[config.mk]
export PLATFORM = sky130hd
export DESIGN_NAME = lcd_cmd_arbiter
export DESIGN_NICKNAME = d
export VERILOG_FILES = /design/src/rtl/lcd_pkg.sv /design/src/rtl/lcd_rr_pick.sv /design/src/rtl/lcd_cmd_arbiter.sv
export SDC_FILE = /design/constraint.sdc
export NUM_CORES = 1
export LEC_CHECK = 0
export ABC_AREA = 1
export ABC_CLOCK_PERIOD_IN_PS = 3200
export BUFFER_PORTS_ARGS = -buffer_cell sky130_fd_sc_hd__buf_2
export CELL_PAD_IN_SITES_DETAIL_PLACEMENT = 2
export CELL_PAD_IN_SITES_GLOBAL_PLACEMENT = 2
export CORE_UTILIZATION = 31
export CTS_CLUSTER_DIAMETER = 60
export DETAILED_ROUTE_END_ITERATION = 8
export PLACE_DENSITY_LB_ADDON = 0.1
export SLEW_MARGIN = 20
export SYNTH_ARGS = -nofsm -noshare
export SYNTH_HDL_FRONTEND = slang
export SYNTH_SLANG_ARGS = --single-unit
[constraint.sdc]
create_clock -name clk -period 3.2 [get_ports clk]
set_clock_uncertainty 0.15 [all_clocks]
set_input_delay 0 -clock clk [delete_from_list [all_inputs] [get_ports clk]]
set_output_delay 0 -clock clk [all_outputs]
set_load 0.02 [all_outputs]
[src/rtl/lcd_pkg.sv]
// Shared LCD definitions: op codes, HD44780 instruction bytes, default settling gaps
// and the command arbiter state encoding.
package lcd_pkg;

   typedef enum logic [1:0] {
      OP_INSTR = 2'b00,
      OP_DATA  = 2'b01
   } lcd_op_t;

   localparam logic [7:0] LCD_CLEAR   = 8'h01;
   localparam logic [7:0] LCD_HOME    = 8'h02;
   localparam logic [7:0] LCD_ENTRY   = 8'h06;
   localparam logic [7:0] LCD_DISP_ON = 8'h0C;
   localparam logic [7:0] LCD_FUNCSET = 8'h38;
   localparam logic [7:0] LCD_LINE1   = 8'h80;
   localparam logic [7:0] LCD_LINE2   = 8'hC0;

   localparam int LCD_CMD_GAP   = 5000;
   localparam int LCD_CLEAR_GAP = 75000;
   localparam int LCD_GAP_W     = 20;

   typedef enum logic [1:0] {
      S_IDLE,
      S_ISSUE,
      S_WAIT_BUSY,
      S_GAP
   } lcd_arb_state_e;

   // Clear and Home need the long settling time; every other command gets the short one.
   function automatic logic lcd_is_long_cmd(input logic [1:0] op, input logic [7:0] data);
      return (op == OP_INSTR) && ((data == LCD_CLEAR) || (data == LCD_HOME));
   endfunction

endpackage

[src/rtl/lcd_rr_pick.sv]
// Rotating priority encoder: first set candidate at or after ptr, wrapping around.
module lcd_rr_pick
   import lcd_pkg::*;
#(
   parameter int NUM_REQ = 4,
   parameter int PTR_W   = 2
) (
   input  logic [NUM_REQ-1:0] cand,
   input  logic [PTR_W-1:0]   ptr,
   output logic [NUM_REQ-1:0] win,
   output logic [PTR_W-1:0]   win_idx,
   output logic               any
);

   always_comb begin
      int idx;
      idx     = 0;
      win     = '0;
      win_idx = '0;
      any     = 1'b0;
      for (int k = 0; k < NUM_REQ; k++) begin
         idx = int'(ptr) + k;
         if (idx >= NUM_REQ) idx = idx - NUM_REQ;
         if (!any && cand[idx]) begin
            win[idx] = 1'b1;
            win_idx  = PTR_W'(idx);
            any      = 1'b1;
         end
      end
   end

endmodule

[src/rtl/lcd_cmd_arbiter.sv]
// Shares the lcdIp command port between NUM_REQ requesters with locked bursts and
// HD44780 settling gaps. Define LCD_ARB_FIXED_PRIO_EN for lowest-index-wins priority.
module lcd_cmd_arbiter
   import lcd_pkg::*;
#(
   parameter int NUM_REQ   = 4,
   parameter int CMD_GAP   = LCD_CMD_GAP,
   parameter int CLEAR_GAP = LCD_CLEAR_GAP,
   parameter int GAP_W     = LCD_GAP_W
) (
   input  logic                 clk,
   input  logic                 reset,
   input  logic [NUM_REQ-1:0]   req_valid,
   input  logic [2*NUM_REQ-1:0] req_op,
   input  logic [8*NUM_REQ-1:0] req_data,
   input  logic [NUM_REQ-1:0]   req_lock,
   output logic [NUM_REQ-1:0]   req_ack,
   output logic [NUM_REQ-1:0]   grant,
   output logic [1:0]           lcd_op,
   output logic [7:0]           lcd_din,
   output logic                 lcd_send,
   input  logic                 lcd_busy,
   output logic                 arb_idle
);

   localparam int PTR_W = (NUM_REQ > 1) ? $clog2(NUM_REQ) : 1;

   lcd_arb_state_e       state_q, state_d;
   logic [NUM_REQ-1:0]   grant_q, grant_d, ack_q, ack_d;
   logic [PTR_W-1:0]     rr_q, rr_d, gidx_q, gidx_d;
   logic                 lock_q, lock_d, send_q, send_d, idle_q, idle_d, wfirst_q, wfirst_d;
   logic [1:0]           op_q, op_d;
   logic [7:0]           din_q, din_d;
   logic [GAP_W-1:0]     gap_q, gap_d;

   logic [NUM_REQ-1:0]   cand, pick_win;
   logic [PTR_W-1:0]     pick_ptr, pick_idx;
   logic                 pick_any;
   logic [1:0]           sel_op;
   logic [7:0]           sel_data;

   // While locked, grant_q still holds the owner, so it doubles as the candidate mask.
   assign cand = lock_q ? (req_valid & grant_q) : req_valid;

`ifdef LCD_ARB_FIXED_PRIO_EN
   assign pick_ptr = '0;
`else
   assign pick_ptr = rr_q;
`endif

   lcd_rr_pick #(.NUM_REQ(NUM_REQ), .PTR_W(PTR_W)) u_pick (
      .cand    (cand),
      .ptr     (pick_ptr),
      .win     (pick_win),
      .win_idx (pick_idx),
      .any     (pick_any)
   );

   always_comb begin
      sel_op   = '0;
      sel_data = '0;
      for (int i = 0; i < NUM_REQ; i++) begin
         if (pick_win[i]) begin
            sel_op   = req_op[2*i +: 2];
            sel_data = req_data[8*i +: 8];
         end
      end
   end

   always_comb begin
      state_d  = state_q;
      grant_d  = grant_q;
      ack_d    = '0;
      send_d   = 1'b0;
      op_d     = op_q;
      din_d    = din_q;
      gidx_d   = gidx_q;
      lock_d   = lock_q;
      rr_d     = rr_q;
      gap_d    = gap_q;
      wfirst_d = wfirst_q;
      case (state_q)
         S_IDLE: begin
            if (pick_any && !lcd_busy) begin
               state_d = S_ISSUE;
               grant_d = pick_win;
               gidx_d  = pick_idx;
               op_d    = sel_op;
               din_d   = sel_data;
               send_d  = 1'b1;
               ack_d   = pick_win;
            end
         end
         S_ISSUE: begin
            lock_d = req_lock[gidx_q];
            if (!req_lock[gidx_q]) begin
               rr_d = (gidx_q == PTR_W'(NUM_REQ - 1)) ? '0 : gidx_q + 1'b1;
            end
            wfirst_d = 1'b1;
            state_d  = S_WAIT_BUSY;
         end
         S_WAIT_BUSY: begin
            // lcdIp raises busy a cycle after send, so never trust busy on the first cycle.
            if (wfirst_q) begin
               wfirst_d = 1'b0;
            end else if (!lcd_busy) begin
               gap_d   = lcd_is_long_cmd(op_q, din_q) ? GAP_W'(CLEAR_GAP) : GAP_W'(CMD_GAP);
               state_d = S_GAP;
            end
         end
         S_GAP: begin
            if (gap_q == '0) begin
               state_d = S_IDLE;
               if (!lock_q) grant_d = '0;
            end else begin
               gap_d = gap_q - 1'b1;
            end
         end
         default: state_d = S_IDLE;
      endcase
      idle_d = (state_d == S_IDLE) && !lock_d;
   end

   always_ff @(posedge clk or posedge reset) begin
      if (reset) begin
         state_q  <= S_IDLE;
         grant_q  <= '0;
         ack_q    <= '0;
         send_q   <= 1'b0;
         op_q     <= '0;
         din_q    <= '0;
         gidx_q   <= '0;
         lock_q   <= 1'b0;
         rr_q     <= '0;
         gap_q    <= '0;
         wfirst_q <= 1'b0;
         idle_q   <= 1'b0;
      end else begin
         state_q  <= state_d;
         grant_q  <= grant_d;
         ack_q    <= ack_d;
         send_q   <= send_d;
         op_q     <= op_d;
         din_q    <= din_d;
         gidx_q   <= gidx_d;
         lock_q   <= lock_d;
         rr_q     <= rr_d;
         gap_q    <= gap_d;
         wfirst_q <= wfirst_d;
         idle_q   <= idle_d;
      end
   end

   assign req_ack  = ack_q;
   assign grant    = grant_q;
   assign lcd_op   = op_q;
   assign lcd_din  = din_q;
   assign lcd_send = send_q;
   assign arb_idle = idle_q;

endmodule

==> flow_metrics.env <==
export IMPL_p_int_mw=1.922
export IMPL_slew_viol_final=0
export IMPL_synth_seq_cells=48
export IMPL_dp_hpwl_um=8741
export IMPL_root_buffer="clkbuf_8"
export IMPL_hp_class="input port to register"
export IMPL_path_buf_inv=3
export IMPL_drive_gt1_frac=0.2209
export IMPL_pwr_share_seq=0.235
export IMPL_post_route_drc_count=0
export IMPL_num_vias=3581
export IMPL_htree_levels=2
export IMPL_post_place_ws_ns=0.2714
export IMPL_leakage_nw=2.246
export IMPL_cts_buffer_depth=2
export IMPL_yosysMostFrequentCell="nand2_1"
export IMPL_combPwrFrac=0.672
export IMPL_fmax_mhz=340.8
export IMPL_violations="negative hold slack"
export IMPL_crit_path_end_kind="register"
export IMPL_fin_ws_ns=0.2659
export IMPL_clk_latency_ns=0.32
export IMPL_slowest_delay_ns=0.57
export IMPL_setup_viol=0
export IMPL_antenna_found_initial=0
export IMPL_postRouteAntennaNets=0
export IMPL_rsz0062_at_grt="no"
export IMPL_die_area_um2=11200
export IMPL_fin_crit_ns=2.934
export IMPL_yosysTopAreaCellShare=0.3593
export IMPL_p_clk_frac=0.092
export IMPL_io_pins=71
export IMPL_synth_common_cells="113 x nand2_1, 58 x nor2_1, 48 x dfrtp_1"
export IMPL_synthesis_area_um2=3343
export IMPL_clkTransAtPathRegs_ns=0.11
export IMPL_postSynth_asyncResetShare=1.000
export IMPL_wl_per_cell_um=18.56
export IMPL_drt_iter0_drc=84
export IMPL_fp_dieH_um=105.9
export IMPL_synth_top_cell_by_area="dfrtp_1"
export IMPL_synth_flop_cell="dfrtp_1"
export IMPL_start_kind="register"
export IMPL_post_cts_buffers=0
export IMPL_grt_pass1_wl_um=21640
export IMPL_place_area_um2=3821
export IMPL_synthCells=463
export IMPL_slowest_stage="dfrtp_1"
export IMPL_cp_data_required_time_ns=3.28
export IMPL_cp_max_fo=12
export IMPL_grt_max_degree=33
export IMPL_path_class="register to register"
export IMPL_r2r_slack_ns=0.27
export IMPL_status="finished with violations"
export IMPL_seq_area_um2=1201
export IMPL_start_util=0.3224
export IMPL_synth_warnings=0
export IMPL_num_rows=37
export IMPL_yosys_top_cells_area="dfrtp_1 36%, nand2_1 13%, nor2_1 6.5%"
export IMPL_grtUsageTotal=0.2496
export IMPL_drv_cap=0
export IMPL_grt_pass1_vias=4087
export IMPL_gp_congestion=0.8626
export IMPL_crit_family="simple AND/OR/NAND/NOR gates"
export IMPL_ys_types=40
export IMPL_synth_edf_count=0
export IMPL_cpMostUsedCell="nand2_1"
export IMPL_slew_headroom=0.4936
export IMPL_arrival_ns=3.01
export IMPL_io_buffers=70
export IMPL_n_fill_cell=1243
export IMPL_switchingPower_mw=2.517
export IMPL_grt_overflow_total=0
export IMPL_hold_viol_final=1
export IMPL_clkSinkCount=48
export IMPL_coreArea_um2=10370
export IMPL_yosysSeqAreaShare=0.3593
export IMPL_dr_pass1_iters=4
export IMPL_cts_buffers=5
export IMPL_area_growth_pct=29.64
export IMPL_holdWs_ns=-0.02375
export IMPL_multiInputGateArea_um2=1866
export IMPL_num_nets_final=639
export IMPL_insertedDiodeCount=0
export IMPL_design_area_um2=4334
export IMPL_syn_avg_cell_area_um2=7.221
export IMPL_finalCritPeriodShare=0.9169
export IMPL_path_cells="inv_2 -> ha_1 -> inv_1 -> nand2_2 -> nand2_4 -> nor2_8 -> nand4_1 -> nand2_1 -> inv_4 -> nor2_1 -> nor2_1 -> nand2_1 -> nand2_1"
export IMPL_syn_num_nets=528
export IMPL_switching_share=0.5670
export IMPL_tns_ns=0
export IMPL_p_per_area_nw_per_um2=1024
export IMPL_tightestPinTransition_ns=0.7586
export IMPL_routed_wl_um=13200
export IMPL_peakVddDrop_mv=0.4354
export IMPL_avgViaCountPerCell=5.037
export IMPL_cts_tree="yes"
export IMPL_utilization=0.4180
export IMPL_dieWidth_um=105.9
-- power groups by stage --
stage               sequential (mW)  clock [mW]  combinational, mW
floorplan                      1.10           0               2.05
global placement               1.05           0               2.71
detailed placement             1.06           0               2.83
CTS                            1.05       0.433               2.89
global route                   1.08       0.449               3.32
finish                         1.04       0.410               2.98
-- final timing paths --
| check | depth (start not counted) | start | end |
|---|---|---|---|
| max | 13 | pick_ptr[0]$_DFFE_PP0P_ | lcd_din[4]$_DFFE_PP0P_ |
| min | 7 | req_data[13] | lcd_din[5]$_DFFE_PP0P_ |
| max reg2reg | 13 | pick_ptr[0]$_DFFE_PP0P_ | lcd_din[4]$_DFFE_PP0P_ |
| min reg2reg | 1 | gap_q[2]$_DFFE_PP0P_ | gap_q[2]$_DFFE_PP0P_ |
| max in group asynchronous | 4 | reset | gap_q[8]$_DFFE_PP0P_ |
| min in group asynchronous | 3 | reset | lcd_din[0]$_DFFE_PP0P_ |
-- sequential cells by signal, summed over array words and instances, names as in the netlist --
register and cells:
lock_q 1, lcd_op 2, wfirst_q 1, req_ack 4, state_q 2, lcd_din 8
lcd_send 1, gidx_q 2, grant 4, arb_idle 1, gap_q 20, pick_ptr 2
-- metrics by stage --
stage               power, mW  cells
finish                  4.439    711
global route            4.855    711
detailed placement      3.889    662
floorplan               3.147    463
CTS                     4.366    711
global placement        3.759    662
-- what timing repair did --
action                                  in CTS  in global routing
hold buffers                                41                  0
gates resized for setup                      0                  2
endpoints found under the setup margin       0                  5
endpoints found under the hold margin       42                  0
-- cell families after synthesis --
group | after synthesis | share of synthesized area
xor gates and xnor gates | 4 | 0.01048
AOI/OAI and AO/OA | 82 | 0.1415
buffers and inverters | 65 | 0.08495
DFF | 48 | 0.3593
adders and majority gates | 14 | 0.05240
and+or+nand+nor | 250 | 0.3514
-- tightest hold or removal path, delay by kind of cell --
kind	cells	cell delay, ns
buffers and inverters	2	0.16
and+or+nand+nor	4	0.19
AOI/OAI and AO/OA	1	0.06
-- cells in the final DEF, fill, tap and decap left out, drive strengths merged --
cell type and instances:
a21oi 36, a22oi 2, a2bb2oi 1, a31oi 3
and3 1, buf 75, clkbuf 6, clkinv 2
dfrtp 48, dlygate4sd3 41, ha 14, inv 53
nand2 134, nand3 31, nand3b 1, nand4 8
nor2 61, nor3 10, nor4 3, o2111ai 1
o21a 1, o21ai 27, o21bai 1, o221ai 2
o22ai 3, o311ai 1, o31ai 4, or2 1
xnor2 2, xor2 2
-- metal layers --
metal  routed length (µm)  share of wire  track usage  up-vias
met3                  335          0.025      0.03030       29
met1                 5616           0.43       0.3000     1758
met2                 6928           0.52       0.4589       66
met4                  319          0.024      0.07837        0
met5                    0              0            0        -
li1                     -              -            -     1728
-- layout make-up --
type | instances | share of cell area
flip-flops and latches | 48 | 0.2771
clock inverters | 2 | 0.002309
inverters | 53 | 0.04763
repair buffers | 116 | 0.1842
multi-input cells | 350 | 0.4304
well taps | 136 | 0.03926
clock buffers | 6 | 0.01905
Power figures use the tool's default switching activity.
